--- config.mk ---
export PLATFORM = sky130hd
export DESIGN_NAME = uart_prog_loader
export DESIGN_NICKNAME = d
export VERILOG_FILES = /design/src/rtl/uart_prog_loader.sv
export SDC_FILE = /design/constraint.sdc
export NUM_CORES = 1
export LEC_CHECK = 0
export ABC_AREA = 0
export CORE_MARGIN = 8
export CORE_UTILIZATION = 55
export DETAILED_ROUTE_END_ITERATION = 10
export PLACE_DENSITY = 0.77
export SKIP_CTS_REPAIR_TIMING = 1
export SLEW_MARGIN = 10
export SYNTH_ARGS = -nofsm -noshare
export SYNTH_HDL_FRONTEND = slang
export SYNTH_SLANG_ARGS = --single-unit
--- constraint.sdc ---
create_clock -name clk -period 2.27 [get_ports clk]
set_input_delay 0.3405 -clock clk [delete_from_list [all_inputs] [get_ports clk]]
set_output_delay 0.3405 -clock clk [all_outputs]
set_load 0.01 [all_outputs]
--- src/rtl/uart_prog_loader.sv ---
// Serial program loader: receives 8N1 bytes on rxd, assembles little-endian words
// and writes them into instruction memory while holding the CPU in reset.
module uart_prog_loader #(
    parameter int unsigned CLKS_PER_BIT = 87,
    parameter int unsigned ADDR_W       = 8
) (
    input  logic              clk,
    input  logic              resetn,
    input  logic              rxd,
    output logic              mem_we,
    output logic [ADDR_W-1:0] mem_addr,
    output logic [31:0]       mem_wdata,
    output logic              cpu_hold,
    output logic              done,
    output logic              err
);

    localparam int unsigned CNT_W  = $clog2(CLKS_PER_BIT);
    localparam int unsigned HALF   = CLKS_PER_BIT / 2;
    localparam int unsigned LEN_W  = ((ADDR_W > 8) ? ADDR_W : 8) + 1;
    localparam int unsigned DEPTH  = 1 << ADDR_W;
    localparam logic [7:0]  SYNC_B = 8'hA5;

    typedef enum logic [1:0] {RX_IDLE, RX_START, RX_DATA, RX_STOP} rx_state_t;
    typedef enum logic [1:0] {WAIT_SYNC, GET_LEN, GET_DATA, GET_SUM} fr_state_t;

    logic             rx_meta;
    logic             rx_s;
    rx_state_t        rx_state;
    logic [CNT_W-1:0] cnt;
    logic [2:0]       bitcnt;
    logic [7:0]       shreg;
    logic             byte_vld;
    logic             frame_err;

    fr_state_t        fr_state;
    logic [ADDR_W-1:0] addr;
    logic [LEN_W-1:0] words_left;
    logic [1:0]       byte_idx;
    logic [31:0]      word;
    logic [7:0]       sum;

    // rxd is asynchronous; idle level is high so the synchronizer resets to 1
    always_ff @(posedge clk) begin
        if (!resetn) begin
            rx_meta <= 1'b1;
            rx_s    <= 1'b1;
        end else begin
            rx_meta <= rxd;
            rx_s    <= rx_meta;
        end
    end

    // UART byte receiver, samples mid-bit
    always_ff @(posedge clk) begin
        if (!resetn) begin
            rx_state  <= RX_IDLE;
            cnt       <= '0;
            bitcnt    <= '0;
            shreg     <= '0;
            byte_vld  <= 1'b0;
            frame_err <= 1'b0;
        end else begin
            byte_vld  <= 1'b0;
            frame_err <= 1'b0;
            case (rx_state)
                RX_IDLE: begin
                    if (!rx_s) begin
                        rx_state <= RX_START;
                        cnt      <= '0;
                        bitcnt   <= '0;
                    end
                end
                RX_START: begin
                    if (cnt == CNT_W'(HALF - 1)) begin
                        cnt      <= '0;
                        rx_state <= rx_s ? RX_IDLE : RX_DATA;
                    end else begin
                        cnt <= cnt + CNT_W'(1);
                    end
                end
                RX_DATA: begin
                    if (cnt == CNT_W'(CLKS_PER_BIT - 1)) begin
                        cnt    <= '0;
                        shreg  <= {rx_s, shreg[7:1]};
                        bitcnt <= bitcnt + 3'd1;
                        if (bitcnt == 3'd7) begin
                            rx_state <= RX_STOP;
                        end
                    end else begin
                        cnt <= cnt + CNT_W'(1);
                    end
                end
                RX_STOP: begin
                    if (cnt == CNT_W'(CLKS_PER_BIT - 1)) begin
                        cnt       <= '0;
                        byte_vld  <= rx_s;
                        frame_err <= !rx_s;
                        rx_state  <= RX_IDLE;
                    end else begin
                        cnt <= cnt + CNT_W'(1);
                    end
                end
                default: rx_state <= RX_IDLE;
            endcase
        end
    end

    // Frame parser and memory writer
    always_ff @(posedge clk) begin
        if (!resetn) begin
            fr_state   <= WAIT_SYNC;
            addr       <= '0;
            words_left <= '0;
            byte_idx   <= '0;
            word       <= '0;
            sum        <= '0;
            mem_we     <= 1'b0;
            mem_addr   <= '0;
            mem_wdata  <= '0;
            cpu_hold   <= 1'b0;
            done       <= 1'b0;
            err        <= 1'b0;
        end else begin
            mem_we <= 1'b0;
            if (frame_err && fr_state != WAIT_SYNC) begin
                err      <= 1'b1;
                cpu_hold <= 1'b0;
                fr_state <= WAIT_SYNC;
            end else if (byte_vld) begin
                case (fr_state)
                    WAIT_SYNC: begin
                        if (shreg == SYNC_B) begin
                            cpu_hold <= 1'b1;
                            done     <= 1'b0;
                            err      <= 1'b0;
                            addr     <= '0;
                            sum      <= '0;
                            fr_state <= GET_LEN;
                        end
                    end
                    GET_LEN: begin
                        // A length byte of zero selects the whole memory
                        words_left <= (shreg == 8'd0) ? LEN_W'(DEPTH) : LEN_W'(shreg);
                        byte_idx   <= '0;
                        fr_state   <= GET_DATA;
                    end
                    GET_DATA: begin
                        word     <= {shreg, word[31:8]};
                        sum      <= sum + shreg;
                        byte_idx <= byte_idx + 2'd1;
                        if (byte_idx == 2'd3) begin
                            mem_we     <= 1'b1;
                            mem_addr   <= addr;
                            mem_wdata  <= {shreg, word[31:8]};
                            addr       <= addr + ADDR_W'(1);
                            words_left <= words_left - LEN_W'(1);
                            if (words_left == LEN_W'(1)) begin
                                fr_state <= GET_SUM;
                            end
                        end
                    end
                    GET_SUM: begin
                        done     <= (shreg == sum);
                        err      <= (shreg != sum);
                        cpu_hold <= 1'b0;
                        fr_state <= WAIT_SYNC;
                    end
                    default: fr_state <= WAIT_SYNC;
                endcase
            end
        end
    end

endmodule

# --- Word-level counts from Yosys, hierarchy flattened ---
# Cells that the tools add are included.
totals:
  reg_bits: 129
  inputBits: 3
  out_inout_bits: 44
  word_cells: 116
op_classes:
  addsub: 6
  eq_ne: 23
  mux: 34
  bitwise: 4
  reduce_logical: 29
op_table:
  columns: ["operator", "n"]
  rows:
  - ["8-bit one-hot mux with 2 select lines", 2]
  - ["7-bit 2-to-1 mux", 3]
  - ["7-bit one-hot mux with 3 select lines", 1]
  - ["4-bit AND reduction", 5]
  - ["2-bit 2-to-1 mux", 9]
  - ["9-bit 2-to-1 mux", 2]
  - ["9-bit one-hot mux with 2 select lines", 1]
  - ["3-bit AND reduction", 6]
  - ["8-bit 2-to-1 mux", 2]
  - ["2-bit != test (second input constant)", 8]
  - ["2-bit one-hot mux with 4 select lines", 2]
  - ["2-bit nonzero test", 6]
  - ["2-bit == test (second input constant)", 5]
  - ["5-bit AND reduction", 2]
  - ["9-bit by 1-bit == test with 1-bit output (second input constant)", 1]
  - ["9-bit by 1-bit subtractor with 9-bit output (second input constant)", 1]
  - ["8-bit by 1-bit adder with 8-bit output (second input constant)", 1]
  - ["8-bit adder", 1]
  - ["8-bit == test", 1]
  - ["8-bit == test (second input constant)", 1]
  - ["8-bit logical NOT", 1]
  - ["8-bit != test", 1]
  - ["7-bit by 1-bit adder with 7-bit output (second input constant)", 1]
  - ["7-bit by 6-bit == test with 1-bit output (second input constant)", 1]
  - ["19 further kinds", 32]

# --- Logic depth before layout (Yosys ltp) ---
logic_depth:
  ltp_word: 5
  mapped_depth: 9
  ltp_nobuf: 7

# --- Worst setup path before layout ---
# Ideal clock, no wire load.
synth_timing:
  path_kind: "register -> register"
  from: "reg shreg[5]"
  to: "reg sum[7]"
  setup_time_ns: 0.125
  t_arrival_ns: 1.820
  required_time_ns: 2.145
  path_slack_ns: 0.326
  stages_incl_launch_ff: 8
  path_buffers: 1
  synth_period_minus_slack_ns: 1.944
  cell_sequence: "dfxtp_1 -> ha_1 -> clkbuf_1 -> inv_1 -> nor4_1 -> mux2_2 -> o2111ai_1 -> nand3b_1"
synth_between:
  elab_chain_len: 3
  word_cells_on_any_way: 5
  cone_classes: "add/sub (1); eq/ne (2); mux (1); reduce/logical (1)"
synth_rtl:
  columns: ["item", "line_no", "source"]
  rows:
  - ["from (decl)", "32", "logic [7:0] shreg;"]
  - ["from (signal assigned)", "85", "shreg <= {rx_s, shreg[7:1]};"]
  - ["parallel branches: the longest is 3 deep, another holds 8-bit adder", null, null]
  - ["to (signal assigned)", "150", "sum <= sum + shreg;"]
  - ["to (decl)", "41", "logic [7:0] sum;"]
# Several ways; the timed one is not identified.
# A chain may end at the register's enable or synchronous reset.

# --- Final worst setup path ---
layout_timing:
  from: "reg shreg[1]"
  to: "reg addr[7]"
layout_between:
  elab_chain_len: 3
layout_rtl:
  columns: ["item", "line_no", "source"]
  rows:
  - ["8-bit == test", "133", "if (shreg == SYNC_B) begin"]
  - ["2-bit != test (no line)", null, null]
  - ["5-bit AND reduction (no line)", null, null]
  - ["to (signal assigned)", "156", "addr <= addr + ADDR_W'(1);"]
  - ["to (decl)", "37", "logic [ADDR_W-1:0] addr;"]
# Every way passes these cells.

==> out/metrics.cfg <==
[run_status]
outcome=finished clean

[power]
total_power_mw=5.019
p_per_area_mw_per_mm2=756.9
leakagePower_nw=2.391
peakVddDrop_v=0.0004163

[global_route]
grt_pass1_wl_mm=21.72
grt_max_degree=78
track_usage_pct=20.35
grt_overflow=0
grt_pass1_vias=4619
antenna_found_initial=0

[setup_path]
crit_slowest_cell=dfxtp_1
r2r-end=addr[7]
reg2reg_slack_ps=210
critPathTopFamily=simple AND/OR/NAND/NOR gates
rr_worst_depth=5
crit_fanout=12
cp_cell_sequence=nor4_4, and3_1, o211ai_4, o311ai_0, o41ai_1
path_class=reg -> reg
cp_data_arrival_time_ps=2450
critPathCaptureType=flop
crit_buf_inv=0
worstPathRequired_ps=2660
rr_startpoint=shreg[1]
slowest_delay_ps=420
crit_path_start_kind=flop

[clocking]
htree_levels=4
clock_path_buffers=2
cts_tree=built
clock_latency_ps=520
cts_sinks=121
cts_buffers=17
clk_pin_slew_ps=60
clockRootBuffer=clkbuf_8

[routing]
first_pass_iters=5
antenna_left=0
drt_iter0_drc=430
finalWirelength_mm=12.78
vias_per_cell=5.653
drc_errors=0
via_count=4788
wl_per_cell_um=15.09

[sta]
tns_ps=0
fmax_mhz=485.4
setup-violations-final=0
relSlewSlack_pct=51.20
worstMarginPinSlew_ps=726.4
fin_skew_ps=5.931
rsz0062_at_grt=no
drv_slew=0
hold_violations=0
finalCritPeriodShare_pct=90.76
finalCriticalPeriod_ps=2060

[layout]
drive_above_1_share_pct=9.804
fin_util_pct=69.12
stdcell_count=847
fin_area_mm2=0.006631
n_antenna_cell=0
nets=724
synthToLayoutAreaGrowth_pct=23.75

[synth]
syn_nets=677
synth_seq_area_share_pct=45.20
netlist_instances=654
synth_edf_count=0
synth_area_mm2=0.005359
ys_top_cells_by_area=dfxtp_1 45%, nand2_1 10%, a21oi_1 9.0%
ys_types=59
synth_top_area_cell=dfxtp_1
synth_seq_cells=121
synth_ff_type=dfxtp_1
synth.top_cell.area_share_pct=45.20
yosysWarnings=0
async_reset_ff_share_pct=0
avgSynthCellArea_um2=8.194

[place]
numPlacedInstances=815
routabilityCongestion=0.8294
dpl.hpwl_mm=8.550
portBuffers=46
placed_cell_area_mm2=0.006006

[floorplanning]
io_pins=47
core_mm2=0.009594
fp.dieW_um=114.7
dieArea_mm2=0.01316
dieHeight_um=114.7
initial_core_util_pct=55.86
rows=36

[hold_path]
timing.hold.worst.class=in -> reg
min-delay-start=rxd
hold_depth=2
holdPathEnd=rx_meta

[flow_run]
cap_violations=0

==> worst max path at each step <==
stage | start | end | depth (start not counted)
after global placement | shreg[5] | sum[7] | 6
after global routing | shreg[1] | addr[7] | 5
after floorplan | shreg[5] | sum[7] | 7
final | shreg[1] | addr[7] | 5
after CTS | shreg[1] | addr[7] | 5
after detailed placement | shreg[5] | sum[7] | 6
==> placed cells by master, fill, tap and decap left out, types with 3 or more instances in the layout <==
master           Yosys  layout
buf_12               0       3
nand3_1             14      14
inv_6                0       4
or3_1                9       9
o221a_2              3       3
o41ai_1              3       3
bufinv_16            0       4
nand2_1            144     144
nand4_1              3       3
a211oi_1             7       7
clkbuf_16            0      16
xnor2_1              3       3
a22oi_1              6       6
inv_1               14      13
or3b_2               3       3
nor2_1              52      51
or4_1                4       4
dfxtp_1            121     121
mux2i_1             11      11
a21boi_0             3       3
and3_1               4       4
a31oi_1              5       5
clkdlybuf4s50_1      0      46
nor4_1               5       5
nand4b_1             4       4
buf_4                0      18
nor3_1               8       8
clkinv_4             0       3
nand2b_1            13      13
o21ai_0             16      16
a21oi_1             96      96
ha_1                19      18
a21o_1               5       5
==> where the power goes <==
| group | leakage, nW | total [mW] | switching (mW) | internal [mW] |
|---|---|---|---|---|
| sequential | 0.975 | 2.13 | 0.00309 | 2.13 |
| clock | 0.308 | 2.82 | 0.995 | 1.83 |
| combinational | 1.11 | 0.0671 | 0.0479 | 0.0193 |
| total | 2.39 | 5.02 | 1.05 | 3.97 |
==> synthesized netlist by cell type (2+ instances only) <==
master and n:
nand2b_1 13, and3_1 4, mux2_2 2, a21boi_0 3, inv_1 14, or4_1 4, a21o_1 5, buf_6 3
nor2_1 52, o21ai_0 16, o21ai_1 2, nand4_1 3, nand4b_1 4, xnor2_1 3, a41oi_1 2, o41ai_1 3
nor3_1 8, o21a_1 2, nor2b_1 2, o311ai_0 2, o21ba_2 2, clkbuf_1 28, nor3b_1 2, buf_2 7
nor4_1 5, or3b_2 3, nand2_1 144, nand3b_1 2, nand3_1 14, and2_1 2, ha_1 19, o2111ai_1 2
mux2i_1 11, a21oi_1 96, o221a_2 3, a22oi_1 6, a31oi_1 5, or3_1 9, a211oi_1 7, dfxtp_1 121
==> registers in the layout (all words and copies together), names as in the netlist, 2 cells and up, named ones only <==
name	count
byte_idx	2
bitcnt	3
mem_addr	8
addr	8
shreg	8
cnt	7
sum	8
fr_state	2
word	24
words_left	9
mem_wdata	32
==> layer usage <==
metal,routed length (um),vias up,GRT usage (%)
li1,-,2386,-
met1,5765,2260,24.63
met2,6201,128,33.87
met3,669,14,5.854
met4,142,0,7.005
met5,0,-,0
==> cells by family after synthesis <==
kind of cell             synth area share (%)
buffers and inverters                   4.296
XOR/XNOR                               0.6539
AND/OR/NAND/NOR                         23.28
AO/OA/AOI/OAI                           19.29
adder cells (fa/ha/maj)                 4.810
flip-flops                              45.20
multiplexers                            2.475
==> cell type report <==
type	count	area (um^2)
fill	799	2963
multi-input combinational	480	2711
sequential	121	2422
timing repair buffer	67	655.6
clock buffer	19	431.7
clock inverter	13	191.4
tap	133	166.4
inverter	14	52.55
==> stage by stage <==
stage	hold slack [ps]	setup slack, ps
4_1_cts	379.5	214.6
5_1_grt	375.8	14.92
3_3_place_gp	392.9	294.2
3_5_place_dp	407.6	235.3
6_report	388.2	209.8
2_1_floorplan	386.3	325.5
(Power assumes the default switching activity.)
